<file path="src/rtl/kf_iter_sequencer.sv">
// Purpose : sequences Kalman-filter iterations: INIT dwell, wait for a measurement,
//           walk NUM_STAGES one-hot stage enables, count iterations, detect end of data.
// Latency : all outputs are Moore-decoded from registered state; stage advance 1 cycle after stage_done[k].
// Backpressure: none; a stage holds its enable until stage_done[k] or the watchdog fires.
//
// Ports:
//   clk, rst            clock, synchronous active-high reset
//   start, abort        begin a run / cancel the run (abort wins over everything but rst)
//   meas_valid          a measurement is ready, launches one iteration from WAIT_MEAS
//   all_meas_read       source exhausted; must stay high END_STABLE_CYCLES cycles to arm end
//   stage_done          per-stage completion, only the bit of the active stage is used
//   init_en, stage_en, cur_stage, busy, iter_cnt, iter_done, finish, timeout_err  status/enables
module kf_iter_sequencer #(
    parameter int NUM_STAGES        = 4,
    parameter int INIT_DELAY_CYCLES = 10,
    parameter int END_STABLE_CYCLES = 50,
    parameter int MAX_ITER          = 0,
    parameter int ITER_W            = 16,
    parameter int STAGE_TIMEOUT     = 1024
) (
    input  logic                  clk,
    input  logic                  rst,
    input  logic                  start,
    input  logic                  abort,
    input  logic                  meas_valid,
    input  logic                  all_meas_read,
    input  logic [NUM_STAGES-1:0] stage_done,
    output logic                  init_en,
    output logic [NUM_STAGES-1:0] stage_en,
    output logic [2:0]            cur_stage,
    output logic                  busy,
    output logic [ITER_W-1:0]     iter_cnt,
    output logic                  iter_done,
    output logic                  finish,
    output logic                  timeout_err
);

    // A zero INIT delay still spends one cycle in INIT.
    localparam int INIT_LAST = (INIT_DELAY_CYCLES > 1) ? INIT_DELAY_CYCLES - 1 : 0;
    localparam int INIT_W    = (INIT_LAST > 0) ? $clog2(INIT_LAST + 1) : 1;
    localparam int END_LAST  = (END_STABLE_CYCLES > 1) ? END_STABLE_CYCLES - 1 : 0;
    localparam int END_W     = (END_LAST > 0) ? $clog2(END_LAST + 1) : 1;
    localparam int WD_LAST   = (STAGE_TIMEOUT > 1) ? STAGE_TIMEOUT - 1 : 0;
    localparam int WD_W      = (WD_LAST > 0) ? $clog2(WD_LAST + 1) : 1;
    localparam bit WD_EN     = (STAGE_TIMEOUT != 0);
    localparam bit MAX_EN    = (MAX_ITER != 0);
    localparam logic [2:0] LAST_STAGE = 3'(NUM_STAGES - 1);

    typedef enum logic [2:0] {
        S_IDLE,
        S_INIT,
        S_WAIT,
        S_RUN,
        S_ITER,
        S_DONE,
        S_ERR
    } state_t;

    state_t             state;
    state_t             state_nxt;
    logic [INIT_W-1:0]  init_cnt;
    logic [END_W-1:0]   end_cnt;
    logic               end_armed;
    logic [WD_W-1:0]    wdog_cnt;
    logic [2:0]         stage_idx;
    logic [ITER_W-1:0]  iter_inc;
    logic               done_cur;
    logic               go;
    logic               kill;

    // Only the active stage's completion bit matters.
    always_comb begin
        done_cur = 1'b0;
        for (int i = 0; i < NUM_STAGES; i++) begin
            if (stage_idx == 3'(i) && stage_done[i]) begin
                done_cur = 1'b1;
            end
        end
    end

    assign iter_inc = (&iter_cnt) ? iter_cnt : iter_cnt + ITER_W'(1);
    assign go       = (state == S_IDLE || state == S_ERR) && start && !abort;
    assign kill     = abort && (state != S_IDLE);

    always_ff @(posedge clk) begin
        if (rst) begin
            state <= S_IDLE;
        end else begin
            state <= state_nxt;
        end
    end

    always_comb begin
        state_nxt = state;
        case (state)
            S_IDLE, S_ERR: begin
                if (start) begin
                    state_nxt = S_INIT;
                end
            end
            S_INIT: begin
                if (init_cnt == INIT_W'(INIT_LAST)) begin
                    state_nxt = S_WAIT;
                end
            end
            S_WAIT: begin
                // End-of-data is only honoured here so a running iteration always completes.
                if (end_armed) begin
                    state_nxt = S_DONE;
                end else if (meas_valid) begin
                    state_nxt = S_RUN;
                end
            end
            S_RUN: begin
                // A completion in the watchdog's last cycle still advances.
                if (done_cur) begin
                    if (stage_idx == LAST_STAGE) begin
                        state_nxt = S_ITER;
                    end
                end else if (WD_EN && wdog_cnt == WD_W'(WD_LAST)) begin
                    state_nxt = S_ERR;
                end
            end
            S_ITER: begin
                if (MAX_EN && iter_inc == ITER_W'(MAX_ITER)) begin
                    state_nxt = S_DONE;
                end else begin
                    state_nxt = S_WAIT;
                end
            end
            S_DONE: begin
                state_nxt = S_IDLE;
            end
            default: begin
                state_nxt = S_IDLE;
            end
        endcase
        if (abort) begin
            state_nxt = S_IDLE;
        end
    end

    always_ff @(posedge clk) begin
        if (rst) begin
            init_cnt  <= '0;
            wdog_cnt  <= '0;
            stage_idx <= '0;
            iter_cnt  <= '0;
            end_cnt   <= '0;
            end_armed <= 1'b0;
        end else begin
            if (state == S_INIT && state_nxt == S_INIT) begin
                init_cnt <= init_cnt + INIT_W'(1);
            end else begin
                init_cnt <= '0;
            end

            if (state_nxt != S_RUN) begin
                stage_idx <= '0;
            end else if (state == S_RUN && done_cur) begin
                stage_idx <= stage_idx + 3'd1;
            end

            // Restarts on every stage entry; held at zero when the watchdog is disabled.
            if (WD_EN && state == S_RUN && state_nxt == S_RUN && !done_cur) begin
                wdog_cnt <= wdog_cnt + WD_W'(1);
            end else begin
                wdog_cnt <= '0;
            end

            if (go || kill) begin
                iter_cnt <= '0;
            end else if (state == S_ITER) begin
                iter_cnt <= iter_inc;
            end

            if (go || abort) begin
                end_cnt   <= '0;
                end_armed <= 1'b0;
            end else if (state != S_IDLE && !end_armed) begin
                if (all_meas_read) begin
                    if (end_cnt == END_W'(END_LAST)) begin
                        end_armed <= 1'b1;
                    end else begin
                        end_cnt <= end_cnt + END_W'(1);
                    end
                end else begin
                    end_cnt <= '0;
                end
            end
        end
    end

    always_comb begin
        stage_en = '0;
        for (int i = 0; i < NUM_STAGES; i++) begin
            stage_en[i] = (state == S_RUN) && (stage_idx == 3'(i));
        end
    end

    assign init_en     = (state == S_INIT);
    assign cur_stage   = (state == S_RUN) ? stage_idx : 3'd0;
    assign busy        = (state != S_IDLE);
    assign iter_done   = (state == S_ITER);
    assign finish      = (state == S_DONE);
    assign timeout_err = (state == S_ERR);

endmodule

</file>
<file path="config.mk">
export PLATFORM = sky130hd
export DESIGN_NAME = kf_iter_sequencer
export DESIGN_NICKNAME = d
export VERILOG_FILES = /design/src/rtl/kf_iter_sequencer.sv
export SDC_FILE = /design/constraint.sdc
export NUM_CORES = 1
export LEC_CHECK = 0
export CAP_MARGIN = 0
export CORE_ASPECT_RATIO = 1.1
export CORE_MARGIN = 8
export CORE_UTILIZATION = 53
export CTS_BUF_LIST = sky130_fd_sc_hd__clkbuf_8 sky130_fd_sc_hd__clkbuf_16
export DETAILED_ROUTE_END_ITERATION = 16
export GPL_TIMING_DRIVEN = 0
export PLACE_DENSITY = 0.83
export RECOVER_POWER = 25
export SYNTH_ARGS = -nofsm -noshare
export SYNTH_HDL_FRONTEND = slang
export SYNTH_SLANG_ARGS = --single-unit
</file>
<file path="constraint.sdc">
create_clock -name clk -period 2.7 [get_ports clk]
set_clock_uncertainty 0.05 [all_clocks]
set_input_delay 0.54 -clock clk [delete_from_list [all_inputs] [get_ports clk]]
set_output_delay 0.54 -clock clk [all_outputs]
set_load 0.05 [all_outputs]
</file>
* Yosys cells after proc, flatten, opt, wreduce, memory -nomap -nowiden
Cells that the tools add are included.
** Word-level totals
- Bits of input ports :: 10
- Register bits after elaboration :: 43
- Output and inout port bits :: 28
** Operators by class
- Equality and inequality tests :: 16
- Reductions and logical operators :: 35
- Multiplexer cells :: 16
- Add/subtract/negate cells :: 5
- Bitwise gates (word level) :: 3
** Operators with widths (number)
- $mux 3 :: 9
- $add 16x1->16 const B :: 1
- $logic_and 1x1->1 :: 16
- $reduce_and 16->1 :: 1
- $eq 3x2->1 const B :: 5
- $pmux 3 s5 :: 1
- $mux 6 :: 2
- $reduce_or 2->1 :: 6
- $add 10x1->10 const B :: 1
- $eq 10x10->1 const B :: 1
- $eq 3x1->1 const B :: 3
- $eq 3x3->1 const B :: 3
- $add 6x1->6 const B :: 1
- $eq 6x6->1 const B :: 1
- $logic_not 3->1 :: 2
- $add 4x1->4 const B :: 1
- $eq 4x4->1 const B :: 1
- $mux 1 :: 4
- $reduce_and 2->1 :: 2
- $add 3x1->3 const B :: 1
- $logic_not 1->1 :: 3
- $logic_or 1x1->1 :: 3
- $ne 3x2->1 const B :: 1
- $not 1->1 :: 3
- 3 further kinds :: 3

* Longest topological paths before layout
- Depth after elaboration :: 14
- Mapped depth :: 9
- Gate-level depth less buffers :: 7

* Worst setup path before layout
OpenSTA, ideal clock, no wires.
- Path type :: register to register
- From :: register iter_cnt[2]
- To :: register iter_cnt[15]
- Cell stages (with the launch flop) :: 6
- Required time :: 2.527 ns
- Setup slack :: 0.537 ns
- Clock period less this slack :: 2.163 ns
- Data arrival time :: 1.990 ns
- Path through :: dfxtp_1 -> and3_4 -> nand4_1 -> a311oi_4 -> nand4_1 -> mux2_1
** On the way
- Word-level cells in the longest chain between the ends :: 3
** RTL lines
- start, declared :: RTL line 32 : output logic [ITER_W-1:0] iter_cnt,
- start signal, assigned :: RTL line 174 : iter_cnt <= iter_inc;
- branches (longest 3 deep; another with $add 16x1->16)
Several ways; the timed one is not identified.
A chain may end at the register's enable or synchronous reset.

* Final worst setup path
- From :: register state[0]
- To :: output port cur_stage[2]
** On the way
- Word-level cells in the longest chain between the ends :: 2
** RTL lines
- start, declared :: RTL line 59 : state_t state;
- start signal, assigned :: RTL line 89 : state <= state_nxt;
- $eq 3x2->1 :: RTL line 202 : assign cur_stage = (state == S_RUN) ? stage_idx : 3'd0;
- $mux 3 :: RTL line 202
- end, declared :: RTL line 30 : output logic [2:0] cur_stage,
Every way passes these cells.

==> out/results.txt <==
DP Cell Count: 360
Setup TNS: 0 ns
EDFF count, synth: 0
Vias in the first global route: 1,918
Gr usage total: 15.2%
Ys Warns: 0
First-pass GRT wire length: 8740 µm
RSZ-0062 raised after global routing: false
Worst reg2reg path endpoint: iter_cnt[15]
Hpwl dp: 3690 µm
DRC: 0
Slew HR: 38.7%
Crit path to: cur_stage[2]
Worst Reg-to-Reg Cells: 6
Largest net degree at the start of global routing: 13
GRT Residual Overflow: 0
Setup violations, final: 0
Clock Latency Late Sink: 0.29 ns
Iteration-0 DRC Markers: 122
# rows: 25
Commonest cells after routing, fill and taps aside: dfxtp_1 (43), nor2_1 (31), clkdlybuf4s50_1 (27)
Launch point of the worst path: state[0]
Unique masters post-synth: 51
WL/cell: 13.4 µm
Tmin final: 2.49 ns
CTS H-Tree Depth: 2
Cts hold-fix bufs: 0
Via count: 2,008
Core Box Area: 4320 µm²
Diode count: 0
Num CTS Buffers: 5
Fill count: 363
Io pins: 38
Worst-path clk slew: 0.07 ns
Initial antenna violation count: 0
Die Height: 86.6 µm
Min-delay worst type: flip-flop to flip-flop
DIE AREA: 6940 µm²
Power density cells: 374 nW/µm²
Worst r2r src: iter_cnt[0]
PortBufs: 37
Share of post-route cells with drive strength above 1: 9.24%
Yosys reg bits: 43
Util after Layout: 67.1%
Mapped Cells: 269
WS Path Type: flip-flop to output port
Worst Path Arrival: 1.90 ns
Fin crit share: 92.4%
Startpoint type of the worst setup path: flip-flop
Initial cell density of the core: 55.6%
Worst-Margin Slew: 0.913 ns
Via density: 5.46
Fin nets: 334
Seq/Total Area, Yosys: 35.9%
GP Congestion: 0.802
Critical path capture point type: output port
CTS Buffer Depth: 2
Synthesized Nets: 290
Max Cap Viol: 0
Slew Viols, Final: 0
FMAX: 401 MHz
Post-Syn Area: 2400 µm²
Req. time, crit path: 2.11 ns
Fraction of registers with async set/reset: 0%
Sink Count: 43
Reg2reg setup slack: 0.26 ns
Max VDD drop: 255 µV
Fin cells: 368
Final wirelength: 4950 µm
Final Hold Vio Count: 0
Final ANT Viol Nets: 0
Chip width: 80.2 µm
Status: finished clean
TritonCTS clock tree: built
Area growth syn-to-layout: 20.8%
Cell leakage power: 1.10 nW
Dominant synthesized flop cell: dfxtp_1
Mapped Avg Cell Area: 8.92 µm²
Root buffer cell: clkbuf_8
Commonest non-fill, non-tap cell in the layout: dfxtp_1
Pre-Repair DR Iteration Count: 4
Max FO, Critical Path: 10
report_power, final:
part	total [mW]	internal [mW]	switching [mW]
clock	0.380	0.174	0.206
combinational	0.0678	0.0307	0.0371
sequential	0.635	0.635	0.000760
cell type report:
cell class	count	area, µm²	share of cell area, %
Multi-Input combinational cell	197	1370	47.2
Sequential cell	43	861	29.7
Buffer	10	82.6	2.85
Tap cell	54	67.6	2.33
Clock inverter	3	12.5	0.432
Clock buffer	5	68.8	2.37
Inverter	19	71.3	2.46
Timing Repair Buffer	37	367	12.7
state kept, by name, indices dropped and copies added, names as in the netlist:
signal / cells
end_cnt: 6
iter_cnt: 16
init_cnt: 4
state: 3
wdog_cnt: 10
stage_idx: 3
end_armed: 1
how the worst min path moves through the flow:
stage | startpoint | end | slack [ns] | cells after the start
3_3_place_gp | init_cnt[0] | init_cnt[0] | 0.42 | 1
6_report | wdog_cnt[0] | wdog_cnt[0] | 0.44 | 1
2_1_floorplan | wdog_cnt[0] | wdog_cnt[0] | 0.40 | 1
5_1_grt | wdog_cnt[0] | wdog_cnt[0] | 0.47 | 1
3_5_place_dp | wdog_cnt[0] | wdog_cnt[0] | 0.42 | 1
4_1_cts | wdog_cnt[0] | wdog_cnt[0] | 0.44 | 1
metrics by stage:
stage / power, mW / hold slack [ns] / setup slack [ns] / instance area, µm²
4_1_cts: 1.10 / 0.440 / 0.0497 / 2910
3_3_place_gp: 0.718 / 0.424 / 0.0632 / 2840
3_5_place_dp: 0.718 / 0.425 / 0.00520 / 2840
6_report: 1.08 / 0.439 / 0.206 / 2900
5_1_grt: 1.13 / 0.465 / 0.0296 / 2900
2_1_floorplan: 0.691 / 0.402 / 0.537 / 2400
logic make-up (layout without fill, tap and decap cells):
logic type / after synthesis / count (layout) / synth area share (%)
AND/OR/NAND/NOR: 121 / 121 / 29.8
flip-flops: 43 / 43 / 35.9
AO/OA/AOI/OAI: 37 / 37 / 11.7
buffers and inverters: 29 / 74 / 6.41
XOR/XNOR: 23 / 23 / 8.39
adder cells (fa/ha/maj): 11 / 11 / 5.74
multiplexers: 5 / 5 / 2.14
metal layers:
| layer | GRT usage [%] | share of wire, % | vias to the layer above |
|---|---|---|---|
| li1 | - | - | 1044 |
| met4 | 5.13 | 0.87 | 0 |
| met5 | 0 | 0 | - |
| met2 | 24.1 | 47 | 26 |
| met1 | 19.2 | 47 | 936 |
| met3 | 3.93 | 4.3 | 2 |
worst max-delay path: stages (launching register included):
cell and delay, ns:
dfxtp_1 0.34, buf_6 0.14, nand3b_1 0.19, nor2_1 0.14, clkdlybuf4s50_1 0.81
synth_stat cells, drive strengths merged, types with 5 or more instances:
cell | number | share of area [%]
a211oi | 8 | 2.5
xnor2 | 12 | 4.4
inv | 19 | 3.0
buf | 9 | 3.3
nand4 | 11 | 2.9
and3 | 6 | 1.8
ha | 11 | 5.7
nor3 | 21 | 6.1
nand2 | 11 | 1.7
xor2 | 11 | 4.0
nand3 | 8 | 1.7
nand3b | 5 | 1.6
a21oi | 7 | 1.5
nor2 | 31 | 4.8
dfxtp | 43 | 36
repair_timing:
item                                    4_1_cts  5_1_grt
hold endpoints to repair                      0        0
buffers inserted                              0        0
resized for setup                             5        1
endpoints found under the setup margin        5        1
gates cloned                                  0        0
(Power assumes the default switching activity.)
